**src/rtl/color_pkg.sv**
```systemverilog
// ---------------------------------------------------------------------------
// color_pkg
// Shared definitions for the colour-sense sequencer: the sequencer state
// enum, the TCS3200 filter-select codes driven on {s2,s3}, the LED index
// constants and the helper that rotates the LED index 1 -> 2 -> 3 -> 1.
// ---------------------------------------------------------------------------
package color_pkg;

  typedef enum logic [3:0] {
    IDLE,
    SET_R,
    CNT_R,
    SET_B,
    CNT_B,
    SET_G,
    CNT_G,
    DECIDE,
    EMIT
  } state_t;

  // Filter select codes, packed as {s2, s3}
  localparam logic [1:0] FILT_RED   = 2'b00;
  localparam logic [1:0] FILT_BLUE  = 2'b01;
  localparam logic [1:0] FILT_CLEAR = 2'b10;
  localparam logic [1:0] FILT_GREEN = 2'b11;

  // LED indices; zero is reserved for "no LED addressed"
  localparam logic [1:0] LED_IDX_1 = 2'd1;
  localparam logic [1:0] LED_IDX_2 = 2'd2;
  localparam logic [1:0] LED_IDX_3 = 2'd3;

  // Rotate the LED index, wrapping 3 back to 1 so zero never appears
  function automatic logic [1:0] next_led_idx(input logic [1:0] idx);
    logic [1:0] nxt;
    nxt = LED_IDX_1;
    if (idx == LED_IDX_1) nxt = LED_IDX_2;
    else if (idx == LED_IDX_2) nxt = LED_IDX_3;
    return nxt;
  endfunction

endpackage

```
**src/rtl/pulse_sync_edge.sv**
```systemverilog
// ---------------------------------------------------------------------------
// pulse_sync_edge
// Brings an asynchronous level into the clock domain through two flops and
// produces a registered single-cycle pulse on each synchronized rising edge.
// Total latency from the input edge to the pulse is 3 clock edges.
//
// Ports:
//   i_clk    system clock
//   i_rst    asynchronous active-high reset
//   i_async  asynchronous input level
//   o_pulse  one-cycle pulse per synchronized rising edge
// ---------------------------------------------------------------------------
module pulse_sync_edge (
  input  logic i_clk,
  input  logic i_rst,
  input  logic i_async,
  output logic o_pulse
);

  logic r_sync1;
  logic r_sync2;
  logic r_prev;
  logic r_pulse;

  // Two-stage synchronizer, then compare against the previous synchronized
  // value; the pulse itself is registered so the output has no logic path
  always_ff @(posedge i_clk or posedge i_rst) begin
    if (i_rst) begin
      r_sync1 <= 1'b0;
      r_sync2 <= 1'b0;
      r_prev  <= 1'b0;
      r_pulse <= 1'b0;
    end else begin
      r_sync1 <= i_async;
      r_sync2 <= r_sync1;
      r_prev  <= r_sync2;
      r_pulse <= r_sync2 & ~r_prev;
    end
  end

  assign o_pulse = r_pulse;

endmodule

```
**src/rtl/color_sense_sequencer.sv**
```systemverilog
// ---------------------------------------------------------------------------
// color_sense_sequencer
// Steps a TCS3200-style sensor through its red, blue and green filters,
// counts sensor pulses over a fixed window for each, picks the dominant
// colour and emits a one-cycle colour strobe together with an LED index
// that rotates 1 -> 2 -> 3 on each successful detection.
//
// Ports:
//   i_clk           system clock
//   i_rst           asynchronous active-high reset
//   i_start         one-cycle reading request (only honoured when idle)
//   i_sensor_out    asynchronous sensor frequency output
//   o_s2, o_s3      filter select
//   o_red_out,
//   o_blue_out,
//   o_green_out     one-hot colour strobe, high only in EMIT
//   o_led_num       LED index during EMIT, zero otherwise
//   o_busy          high whenever a reading is in progress
//   o_no_color      one-cycle pulse when a reading misses the threshold
// ---------------------------------------------------------------------------
module color_sense_sequencer
  import color_pkg::*;
#(
  parameter int WINDOW_CYCLES = 50000,
  parameter int SETTLE_CYCLES = 500,
  parameter int MIN_COUNT     = 20,
  parameter int CNT_W         = 16
) (
  input  logic       i_clk,
  input  logic       i_rst,
  input  logic       i_start,
  input  logic       i_sensor_out,
  output logic       o_s2,
  output logic       o_s3,
  output logic       o_red_out,
  output logic       o_blue_out,
  output logic       o_green_out,
  output logic [1:0] o_led_num,
  output logic       o_busy,
  output logic       o_no_color
);

  localparam logic [31:0]      SETTLE_LOAD = 32'(SETTLE_CYCLES - 1);
  localparam logic [31:0]      WINDOW_LOAD = 32'(WINDOW_CYCLES - 1);
  localparam logic [CNT_W-1:0] CNT_MAX     = '1;
  localparam logic [CNT_W-1:0] CNT_ONE     = CNT_W'(1);

  state_t           r_state;
  logic [31:0]      r_timer;
  logic [1:0]       r_idx;
  logic [1:0]       r_filt;
  logic [2:0]       r_strobe;
  logic [1:0]       r_led;
  logic             r_busy;
  logic             r_no_color;
  logic [CNT_W-1:0] r_cnt_r;
  logic [CNT_W-1:0] r_cnt_b;
  logic [CNT_W-1:0] r_cnt_g;

  logic             w_pulse;
  logic             w_timer_done;
  logic             w_red_win;
  logic             w_blue_win;
  logic [CNT_W-1:0] w_max;
  logic             w_valid;

  pulse_sync_edge u_sync (
    .i_clk   (i_clk),
    .i_rst   (i_rst),
    .i_async (i_sensor_out),
    .o_pulse (w_pulse)
  );

  assign w_timer_done = (r_timer == 32'd0);

  // Ties favour red over blue over green, hence >= in the comparisons
  assign w_red_win  = (r_cnt_r >= r_cnt_b) && (r_cnt_r >= r_cnt_g);
  assign w_blue_win = !w_red_win && (r_cnt_b >= r_cnt_g);
  assign w_max      = w_red_win ? r_cnt_r : (w_blue_win ? r_cnt_b : r_cnt_g);
  assign w_valid    = 32'(w_max) >= 32'(MIN_COUNT);

  // Pulse counters: cleared when a reading is accepted, each one only
  // counting while its own window is open, and holding at full scale
  // instead of wrapping so a very bright channel still wins
  always_ff @(posedge i_clk or posedge i_rst) begin
    if (i_rst) begin
      r_cnt_r <= '0;
      r_cnt_b <= '0;
      r_cnt_g <= '0;
    end else if (r_state == IDLE && i_start) begin
      r_cnt_r <= '0;
      r_cnt_b <= '0;
      r_cnt_g <= '0;
    end else if (w_pulse) begin
      if (r_state == CNT_R && r_cnt_r != CNT_MAX) r_cnt_r <= r_cnt_r + CNT_ONE;
      if (r_state == CNT_B && r_cnt_b != CNT_MAX) r_cnt_b <= r_cnt_b + CNT_ONE;
      if (r_state == CNT_G && r_cnt_g != CNT_MAX) r_cnt_g <= r_cnt_g + CNT_ONE;
    end
  end

  // Sequencer: settle/count pairs per filter, then one decision cycle.
  // Outputs are registered alongside the state so they line up with it;
  // strobe, led index and no_color default low every cycle so they can
  // only ever last one cycle.
  always_ff @(posedge i_clk or posedge i_rst) begin
    if (i_rst) begin
      r_state    <= IDLE;
      r_timer    <= 32'd0;
      r_idx      <= LED_IDX_1;
      r_filt     <= FILT_CLEAR;
      r_strobe   <= 3'b000;
      r_led      <= 2'd0;
      r_busy     <= 1'b0;
      r_no_color <= 1'b0;
    end else begin
      r_strobe   <= 3'b000;
      r_led      <= 2'd0;
      r_no_color <= 1'b0;
      case (r_state)
        IDLE: begin
          if (i_start) begin
            r_state <= SET_R;
            r_timer <= SETTLE_LOAD;
            r_filt  <= FILT_RED;
            r_busy  <= 1'b1;
          end
        end
        SET_R, SET_B, SET_G: begin
          if (w_timer_done) begin
            r_state <= state_t'(r_state + 4'd1);
            r_timer <= WINDOW_LOAD;
          end else begin
            r_timer <= r_timer - 32'd1;
          end
        end
        CNT_R: begin
          if (w_timer_done) begin
            r_state <= SET_B;
            r_timer <= SETTLE_LOAD;
            r_filt  <= FILT_BLUE;
          end else begin
            r_timer <= r_timer - 32'd1;
          end
        end
        CNT_B: begin
          if (w_timer_done) begin
            r_state <= SET_G;
            r_timer <= SETTLE_LOAD;
            r_filt  <= FILT_GREEN;
          end else begin
            r_timer <= r_timer - 32'd1;
          end
        end
        CNT_G: begin
          if (w_timer_done) begin
            r_state <= DECIDE;
          end else begin
            r_timer <= r_timer - 32'd1;
          end
        end
        DECIDE: begin
          if (w_valid) begin
            r_state  <= EMIT;
            r_strobe <= {w_red_win, w_blue_win, !w_red_win && !w_blue_win};
            r_led    <= r_idx;
          end else begin
            r_state    <= IDLE;
            r_no_color <= 1'b1;
            r_busy     <= 1'b0;
            r_filt     <= FILT_CLEAR;
          end
        end
        EMIT: begin
          r_state <= IDLE;
          r_busy  <= 1'b0;
          r_filt  <= FILT_CLEAR;
          r_idx   <= next_led_idx(r_idx);
        end
        default: begin
          r_state <= IDLE;
          r_busy  <= 1'b0;
          r_filt  <= FILT_CLEAR;
        end
      endcase
    end
  end

  assign o_s2        = r_filt[1];
  assign o_s3        = r_filt[0];
  assign o_red_out   = r_strobe[2];
  assign o_blue_out  = r_strobe[1];
  assign o_green_out = r_strobe[0];
  assign o_led_num   = r_led;
  assign o_busy      = r_busy;
  assign o_no_color  = r_no_color;

endmodule

```
**config.mk**
```make
export PLATFORM = sky130hd
export DESIGN_NAME = color_sense_sequencer
export DESIGN_NICKNAME = d
export VERILOG_FILES = /design/src/rtl/color_pkg.sv /design/src/rtl/pulse_sync_edge.sv /design/src/rtl/color_sense_sequencer.sv
export SDC_FILE = /design/constraint.sdc
export NUM_CORES = 1
export LEC_CHECK = 0
export CELL_PAD_IN_SITES_DETAIL_PLACEMENT = 2
export CELL_PAD_IN_SITES_GLOBAL_PLACEMENT = 2
export CORE_MARGIN = 1.5
export CORE_UTILIZATION = 43
export DETAILED_ROUTE_END_ITERATION = 10
export PLACE_DENSITY_LB_ADDON = 0.1
export SLEW_MARGIN = 30
export SYNTH_ARGS = -nofsm -noshare
export SYNTH_HDL_FRONTEND = slang
export SYNTH_SLANG_ARGS = --single-unit
```
**constraint.sdc**
```tcl
create_clock -name i_clk -period 9.7 [get_ports i_clk]
set_input_delay 1.94 -clock i_clk [delete_from_list [all_inputs] [get_ports i_clk]]
set_output_delay 1.94 -clock i_clk [all_outputs]
set_load 0.05 [all_outputs]
```
### Word-level counts from Yosys, hierarchy flattened

Index checks and enable logic that the tools add are counted.

| word-level totals | value |
|---|---|
| latch bits | 0 |
| output and inout port bits | 9 |
| memory bits (read-only) | 0 |
| RAM bits | 0 |
| memories kept | 0 |
| bits in registers | 99 |

| operators by class | value |
|---|---|
| equality and inequality tests | 20 |
| multipliers | 0 |
| muxes and demuxes | 39 |
| reduce and logical (&&, ||, !) cells | 27 |
| bitwise operators | 4 |
| add/sub/neg operators | 5 |
| divide/modulo/power cells | 0 |
| $lt $le $gt $ge | 4 |
| shift-type cells | 0 |

Operators by type and width:

| operator | number |
|---|---|
| 2-to-1 mux 16 bit | 11 |
| 2-to-1 mux 32 bit | 4 |
| one-hot mux 32 bit (4 select lines) | 1 |
| adder 16 x 1 -> 16 bit (second input constant) | 3 |
| greater-or-equal comparator 16 bit | 3 |
| != test 16 bit (second input constant) | 3 |
| zero test 32 bit | 1 |
| subtractor 32 x 1 -> 32 bit (second input constant) | 1 |
| 2-to-1 mux 4 bit | 6 |
| one-hot mux 4 bit (6 select lines) | 1 |
| equality test 4 x 3 -> 1 bit (second input constant) | 4 |
| greater-or-equal comparator 16 x 5 -> 1 bit (second input constant) | 1 |
| 2-to-1 mux 2 bit | 8 |
| != test 2 bit (second input constant) | 7 |
| one-hot mux 2 bit (5 select lines) | 1 |
| AND reduction 5 bit | 2 |
| equality test 4 x 2 -> 1 bit (second input constant) | 2 |
| nonzero test 2 bit | 4 |
| logical AND 1 bit | 7 |
| 2-to-1 mux 3 bit | 2 |
| AND reduction 2 bit | 3 |
| AND reduction 3 bit | 2 |
| OR reduction 6 bit | 1 |
| adder 4 x 1 -> 4 bit (second input constant) | 1 |
| other kinds (14) | 20 |

### Depth between registers and ports, before layout

| depth | value |
|---|---|
| depth after elaboration | 9 |
| mapped depth | 12 |
| depth with buffers taken out | 11 |

### Modules after synthesis

Synthesis repeated with hierarchy kept, for this count alone.

| unflattened totals | value |
|---|---|
| cell total of the unflattened synthesis | 713 |
| area, all modules | 6301.0 sq um |

By module, submodules not included:

| module | instances | sequential area each (sq um) | cells each | area each (sq um) |
|---|---|---|---|---|
| color_sense_sequencer | 1 | 2379.8 | 707 | 6183.4 |
| pulse_sync_edge | 1 | 100.1 | 6 | 117.6 |

### Worst setup path after synthesis

Ideal clock, no wire load.

| timing | value |
|---|---|
| path type | reg2reg |
| from | reg r_cnt_r[0] |
| to | reg r_filt[0] |
| required time | 9.575 ns |
| buffers on the path | 0 |
| clock period less this slack | 3.327 ns |
| setup slack | 6.373 ns |
| library setup time | 0.125 ns |
| stages on the path, launching flop included | 12 |
| arrival | 3.203 ns |
| cells stage by stage | dfrtp_1 -> inv_1 -> ha_1 -> nand2b_1 -> a2111o_1 -> a32oi_1 -> o211ai_1 -> and2_1 -> or4_1 -> o31ai_2 -> nand3_1 -> mux2_2 |

| on the way | value |
|---|---|
| longest elaborated chain between the ends | 9 |

RTL lines:

| item | RTL line | source |
|---|---|---|
| from (decl) | color_sense_sequencer.sv:56 | `logic [CNT_W-1:0] r_cnt_r;` |
| from (signal assigned) | color_sense_sequencer.sv:95 | `if (r_state == CNT_R && r_cnt_r != CNT_MAX) r_cnt_r <= r_cnt_r + CNT_ONE;` |
| greater-or-equal comparator 16 bit | color_sense_sequencer.sv:77 | `assign w_red_win = (r_cnt_r >= r_cnt_b) && (r_cnt_r >= r_cnt_g);` |
| logical AND 1 bit | color_sense_sequencer.sv:77 |  |
| zero test 1 bit | color_sense_sequencer.sv:78 | `assign w_blue_win = !w_red_win && (r_cnt_b >= r_cnt_g);` |
| logical AND 1 bit | color_sense_sequencer.sv:78 |  |
| 2-to-1 mux 16 bit | color_sense_sequencer.sv:79 | `assign w_max = w_red_win ? r_cnt_r : (w_blue_win ? r_cnt_b : r_cnt_g);` |
| 2-to-1 mux 16 bit (*) | color_sense_sequencer.sv:79 |  |
| greater-or-equal comparator 16 x 5 -> 1 bit (*) | color_sense_sequencer.sv:80 | `assign w_valid = 32'(w_max) >= 32'(MIN_COUNT);` |
| != test 2 bit (no line) (*) | - |  |
| AND reduction 5 bit (no line) (*) | - |  |
| to (signal assigned) | color_sense_sequencer.sv:110 | `r_filt <= FILT_CLEAR;` |
| to (signal assigned) | color_sense_sequencer.sv:124 | `r_filt <= FILT_RED;` |
| to (signal assigned) | color_sense_sequencer.sv:140 | `r_filt <= FILT_BLUE;` |
| to (decl) | color_sense_sequencer.sv:51 | `logic [1:0] r_filt;` |

Mark *: on every way between the ends. The rest lies on a longest branch, timed or not.
A chain may end at the register's enable or synchronous reset.

### Worst setup path after layout

| timing | value |
|---|---|
| from | in i_start |
| to | reg r_cnt_b[15] |

| on the way | value |
|---|---|
| longest elaborated chain between the ends | 3 |

RTL lines:

| item | RTL line | source |
|---|---|---|
| from (decl) | color_sense_sequencer.sv:31 | `input logic i_start,` |
| logical AND 1 bit (*) | color_sense_sequencer.sv:90 | `end else if (r_state == IDLE && i_start) begin` |
| nonzero test 2 bit (no line) | - |  |
| AND reduction 2 bit (no line) | - |  |
| to (signal assigned) | color_sense_sequencer.sv:96 | `if (r_state == CNT_B && r_cnt_b != CNT_MAX) r_cnt_b <= r_cnt_b + CNT_ONE;` |
| to (decl) | color_sense_sequencer.sv:57 | `logic [CNT_W-1:0] r_cnt_b;` |

Marked as above.

==> results by stage <==
Yosys:
- Summing the sequential cell areas from Yosys gives 39.4% of the chip area.
- During synthesis, Yosys emitted a total of 0 warnings.
- The synthesized netlist net count is 785.
- By area the synthesized netlist is led by sky130_fd_sc_hd__dfrtp_1, sky130_fd_sc_hd__ha_1, sky130_fd_sc_hd__nor2_1, sky130_fd_sc_hd__xnor2_1, sky130_fd_sc_hd__a21oi_1.
- The per-instance average area after synthesis is 8.71 sq um.
- In this run the biggest area consumer among cell types represents 38.6% of the synthesized area.
- The total standard cell area after synthesis is 6300 sq um.
- The post-synthesis cell type count is 60.
- The dominant register cell in the synthesized netlist is sky130_fd_sc_hd__dfrtp_1.
- The cell taking the most area after synthesis is sky130_fd_sc_hd__dfrtp_1.
- Synthesis handed over a netlist of 723 instances.
- Counting flops with a built-in enable in the synthesized netlist gives 0.
- The share of async-settable or async-resettable flops after synthesis is 100%.
- The flip-flop and latch count after synthesis is 99.

Worst setup path:
- The startpoint of the worst setup timing path is i_start.
- The worst-path cell with the longest stage delay is sky130_fd_sc_hd__and3_4.
- The worst register-to-register path begins at r_timer[13].
- STA classifies the critical path startpoint as a primary input.
- On the worst path, the slowest cell contributes a delay of 0.59 ns.
- The largest fanout on the critical path is 49.
- Setup slack on the worst reg-to-reg path comes out at 5.75 ns.
- The critical path required time is 9.93 ns.
- The signal on the critical path passes through clkdlybuf4s50_1 -> and3_4 -> or2_2 -> nand3_1 -> or2_2 -> nor4_1 -> xnor2_1 -> nor2_1.
- The critical path is of the primary input to flop type.
- The nature of the critical path endpoint is a flop.
- By instance count, the cell type seen most on the critical path is sky130_fd_sc_hd__or2_2.
- Data arrives at the worst endpoint at 4.34 ns.

Global route:
- The initial antenna violation count is 0.
- For this run, global-route usage on met1 was measured as 31.3%.
- For this run, global-route usage on met3 was measured as 4.08%.
- The total global routing overflow is 0.
- The first global-routing pass estimated 33.0 mm of wire.
- The total routing resource utilization after global routing is 28.3%.
- The most utilized layer in the global route result is met2.
- The largest net degree at the start of global routing is 68.
- For met2 alone, demand over resource in global routing was 53.4%.
- The via count of the first global-routing pass came to 6,201.

Die:
- The count of boundary I/O pins is 13.
- In this run the vertical extent of the chip is 124 microns.
- Measured along the x axis, the die boundary spans 124 microns.
- The starting utilization of the core area is 43.7%.
- The row count is 44.
- The die covers 15,400 sq um.
- The floorplan core area is 14,400 sq um.

Placement:
- Once placement finished, the instance area stood at 6600 sq um.
- The final HPWL from detailed placement is 14.8 mm.
- The post-placement cell count is 906.
- Buffers placed on the I/O ports in this run total 12.
- The last weighted congestion value of the routability-driven placer is 0.838.
- The pre-CTS setup slack is 4.89 ns.

Routing:
- The residual DRC count is 0.
- The number of DRC violations after detailed-routing iteration 0 is 177.
- The final antenna-violating net count is 0.
- The total via count after detailed routing is 5,532.
- The post-detailed-route wirelength per cell is 22.1 microns.
- The total length of routed wires is 20.4 mm.
- The first detailed-routing pass took 4 iterations.
- The routed via count divided by cell count is 6.00.

Final layout:
- The net total in the final layout is 795.
- The number of antenna diodes is 0.
- Leaving out fill and tap cells, the most frequent cell in the layout is sky130_fd_sc_hd__nor2_1.
- The final standard cell area without fillers is 6920 sq um.
- In the layout the commonest cells are sky130_fd_sc_hd__nor2_1, sky130_fd_sc_hd__dfrtp_1, sky130_fd_sc_hd__nand2_1, sky130_fd_sc_hd__ha_1, sky130_fd_sc_hd__a21oi_1.
- Excluding fillers, the count of instances in the completed layout stands at 922.
- The share of final-layout standard cells stronger than drive strength 1 is 5.01%.
- Relative to the synthesized area, the layout overhead comes to 9.96%.

Outcome:
- The flow ran to the end, and the final reports show no timing, DRC or antenna violations.

Pwr:
- In this run the static leakage power is 2.79 nW.
- In this run the power spent charging and discharging nets is 314 uW.
- Combinational logic is responsible for 17.9% of the overall power.
- The proportion of total power due to net switching is 30.0%.
- The internal power of the cells totals 733 uW.
- Per report_power, the clock group accounts for 38.2% of the total.
- The design draws 1.05 mW.
- In this run the power density over the cells is 151 nW/um^2.
- The worst ir drop on vdd is 0.0845 mV.
- The share of total power dissipated in sequential elements is 43.9%.

Min path:
- The startpoint of the worst hold path is u_sync.r_sync1.
- In this run the worst hold path is classified as flop to flop.

Clock network:
- In this run the number of H-tree levels came out at 3.
- TritonCTS built the clock tree.
- After clock tree synthesis, the clock-pin slew on the worst setup and hold paths is 0.07 ns.
- The count of buffers added by post-CTS timing repair for setup is 0.
- The clock reaches the later pin of the worst-skew pair after 0.36 ns.
- Once the clock tree was built, the resizer swapped 0 gates to a different size.
- The number of buffers added by the clock tree synthesis step is 9.
- The maximum buffer depth of the clock tree is 2.
- CTS placed an instance of sky130_fd_sc_hd__clkbuf_16 at the clock tree root.
- In this run, post-CTS hold repair placed 0 buffers.
- The clock sink total is 99.

STA:
- Once routing completed, OpenROAD measured the worst setup slack at 5.59 ns.
- The final count of hold timing violations was 0.
- The total count of max-transition violations in the final report is 0.
- The maximum clock rate is 243 MHz.
- Dividing the final minimum period by the clock period gives 42.4%.
- At the pin with the least slew margin, the transition time is 0.885 ns.
- Setup repair after global routing left no endpoint under its margin.
- The final-layout setup total negative slack is 0 ns.
- Headroom to the max-slew limit came out at 41.0%.
- The final count of negative-setup-slack endpoints is 0.
- After layout, the minimum clock period comes to 4.11 ns.
- Clock skew on the completed layout was measured at 0.00602 ns.

Run:
- The number of max-cap violations is 0.
-- logic make-up after synthesis --
group,synth area share [%]
xor gates and xnor gates,5.84
adders and majority gates,11.5
buffers and inverters,3.52
and+or+nand+nor,23.8
muxes,0.815
AOI/OAI and AO/OA,15.1
DFF,39.4
-- critical path: cells and delay by family --
kind,cells,cell delay (ns)
simple gates,6,1.69
buf+inv,1,0.52
xor+xnor,1,0.17
-- metal layers --
metal,up-vias,routed length [microns]
met4,0,831
met5,-,0
met3,52,347
met2,67,11000
met1,2825,8230
li1,2588,-
-- per-stage QoR --
step | hold slack, ns | utilization [%]
after global placement | 0.336 | 45.8
after global routing | 0.384 | 48.0
after floorplan | 0.331 | -
after detailed placement | 0.339 | 45.8
after CTS | 0.367 | 48.0
final | 0.365 | 48.0
-- registers in the layout, summed over array words and instances (netlist names), 2 cells and up --
signal and flops:
r_cnt_b 16, r_filt 2, r_idx 2, r_timer 32, r_state 4, r_cnt_r 16, r_cnt_g 16, r_strobe 3
o_led_num 2
-- power by group through the flow --
stage	registers [mW]	logic [mW]	clock network [mW]
2_1_floorplan	0.458	0.121	0
3_3_place_gp	0.465	0.156	0
3_5_place_dp	0.468	0.177	0
4_1_cts	0.460	0.188	0.407
5_1_grt	0.463	0.208	0.422
6_report	0.460	0.188	0.400
-- cells in the mapped netlist, types with 2 or more instances --
library cell and n:
sky130_fd_sc_hd__nor2_1 100, sky130_fd_sc_hd__dfrtp_1 97, sky130_fd_sc_hd__nand2_1 62, sky130_fd_sc_hd__ha_1 58
sky130_fd_sc_hd__a21oi_1 57, sky130_fd_sc_hd__o21ai_0 47, sky130_fd_sc_hd__inv_1 42, sky130_fd_sc_hd__nand3_1 33
sky130_fd_sc_hd__xnor2_1 33, sky130_fd_sc_hd__nor3_1 22, sky130_fd_sc_hd__nor4_1 19, sky130_fd_sc_hd__nand4_1 13
sky130_fd_sc_hd__or3_1 13, sky130_fd_sc_hd__clkbuf_1 11, sky130_fd_sc_hd__xor2_1 9, sky130_fd_sc_hd__and3_1 8
sky130_fd_sc_hd__nand2b_1 8, sky130_fd_sc_hd__nor2b_1 7, sky130_fd_sc_hd__o31ai_1 7, sky130_fd_sc_hd__a31oi_1 5
sky130_fd_sc_hd__or2_2 5, sky130_fd_sc_hd__or4_1 5, sky130_fd_sc_hd__and2_1 4, sky130_fd_sc_hd__mux2i_1 4
sky130_fd_sc_hd__o211ai_1 4, sky130_fd_sc_hd__o22a_1 4, sky130_fd_sc_hd__buf_2 3, sky130_fd_sc_hd__a2111o_1 2
sky130_fd_sc_hd__a211o_1 2, sky130_fd_sc_hd__a32o_1 2, sky130_fd_sc_hd__a41oi_1 2, sky130_fd_sc_hd__dfstp_2 2
sky130_fd_sc_hd__nand3b_1 2, sky130_fd_sc_hd__nor3b_1 2, sky130_fd_sc_hd__o21a_1 2, sky130_fd_sc_hd__o41ai_1 2
sky130_fd_sc_hd__or4_4 2
-- final timing paths --
path                                       end  cells past startpoint
max in group asynchronous               o_busy                      3
worst max register to register     r_timer[19]                      8
min in group asynchronous          r_cnt_r[11]                      2
worst max-delay path               r_cnt_b[15]                      8
worst min register to register  u_sync.r_sync2                      0
worst min-delay path            u_sync.r_sync2                      0
-- area by class of cell --
cell class / instances / area [sq um]
Timing Repair Buffer: 14 / 135
Fill cell: 1594 / 7500
Multi-Input combinational cell: 567 / 3600
Clock buffer: 11 / 233
Inverter: 42 / 160
Tap cell: 184 / 230
Clock inverter: 5 / 85.1
Sequential cell: 99 / 2480
Note: power is estimated with default switching activity, not from simulation.
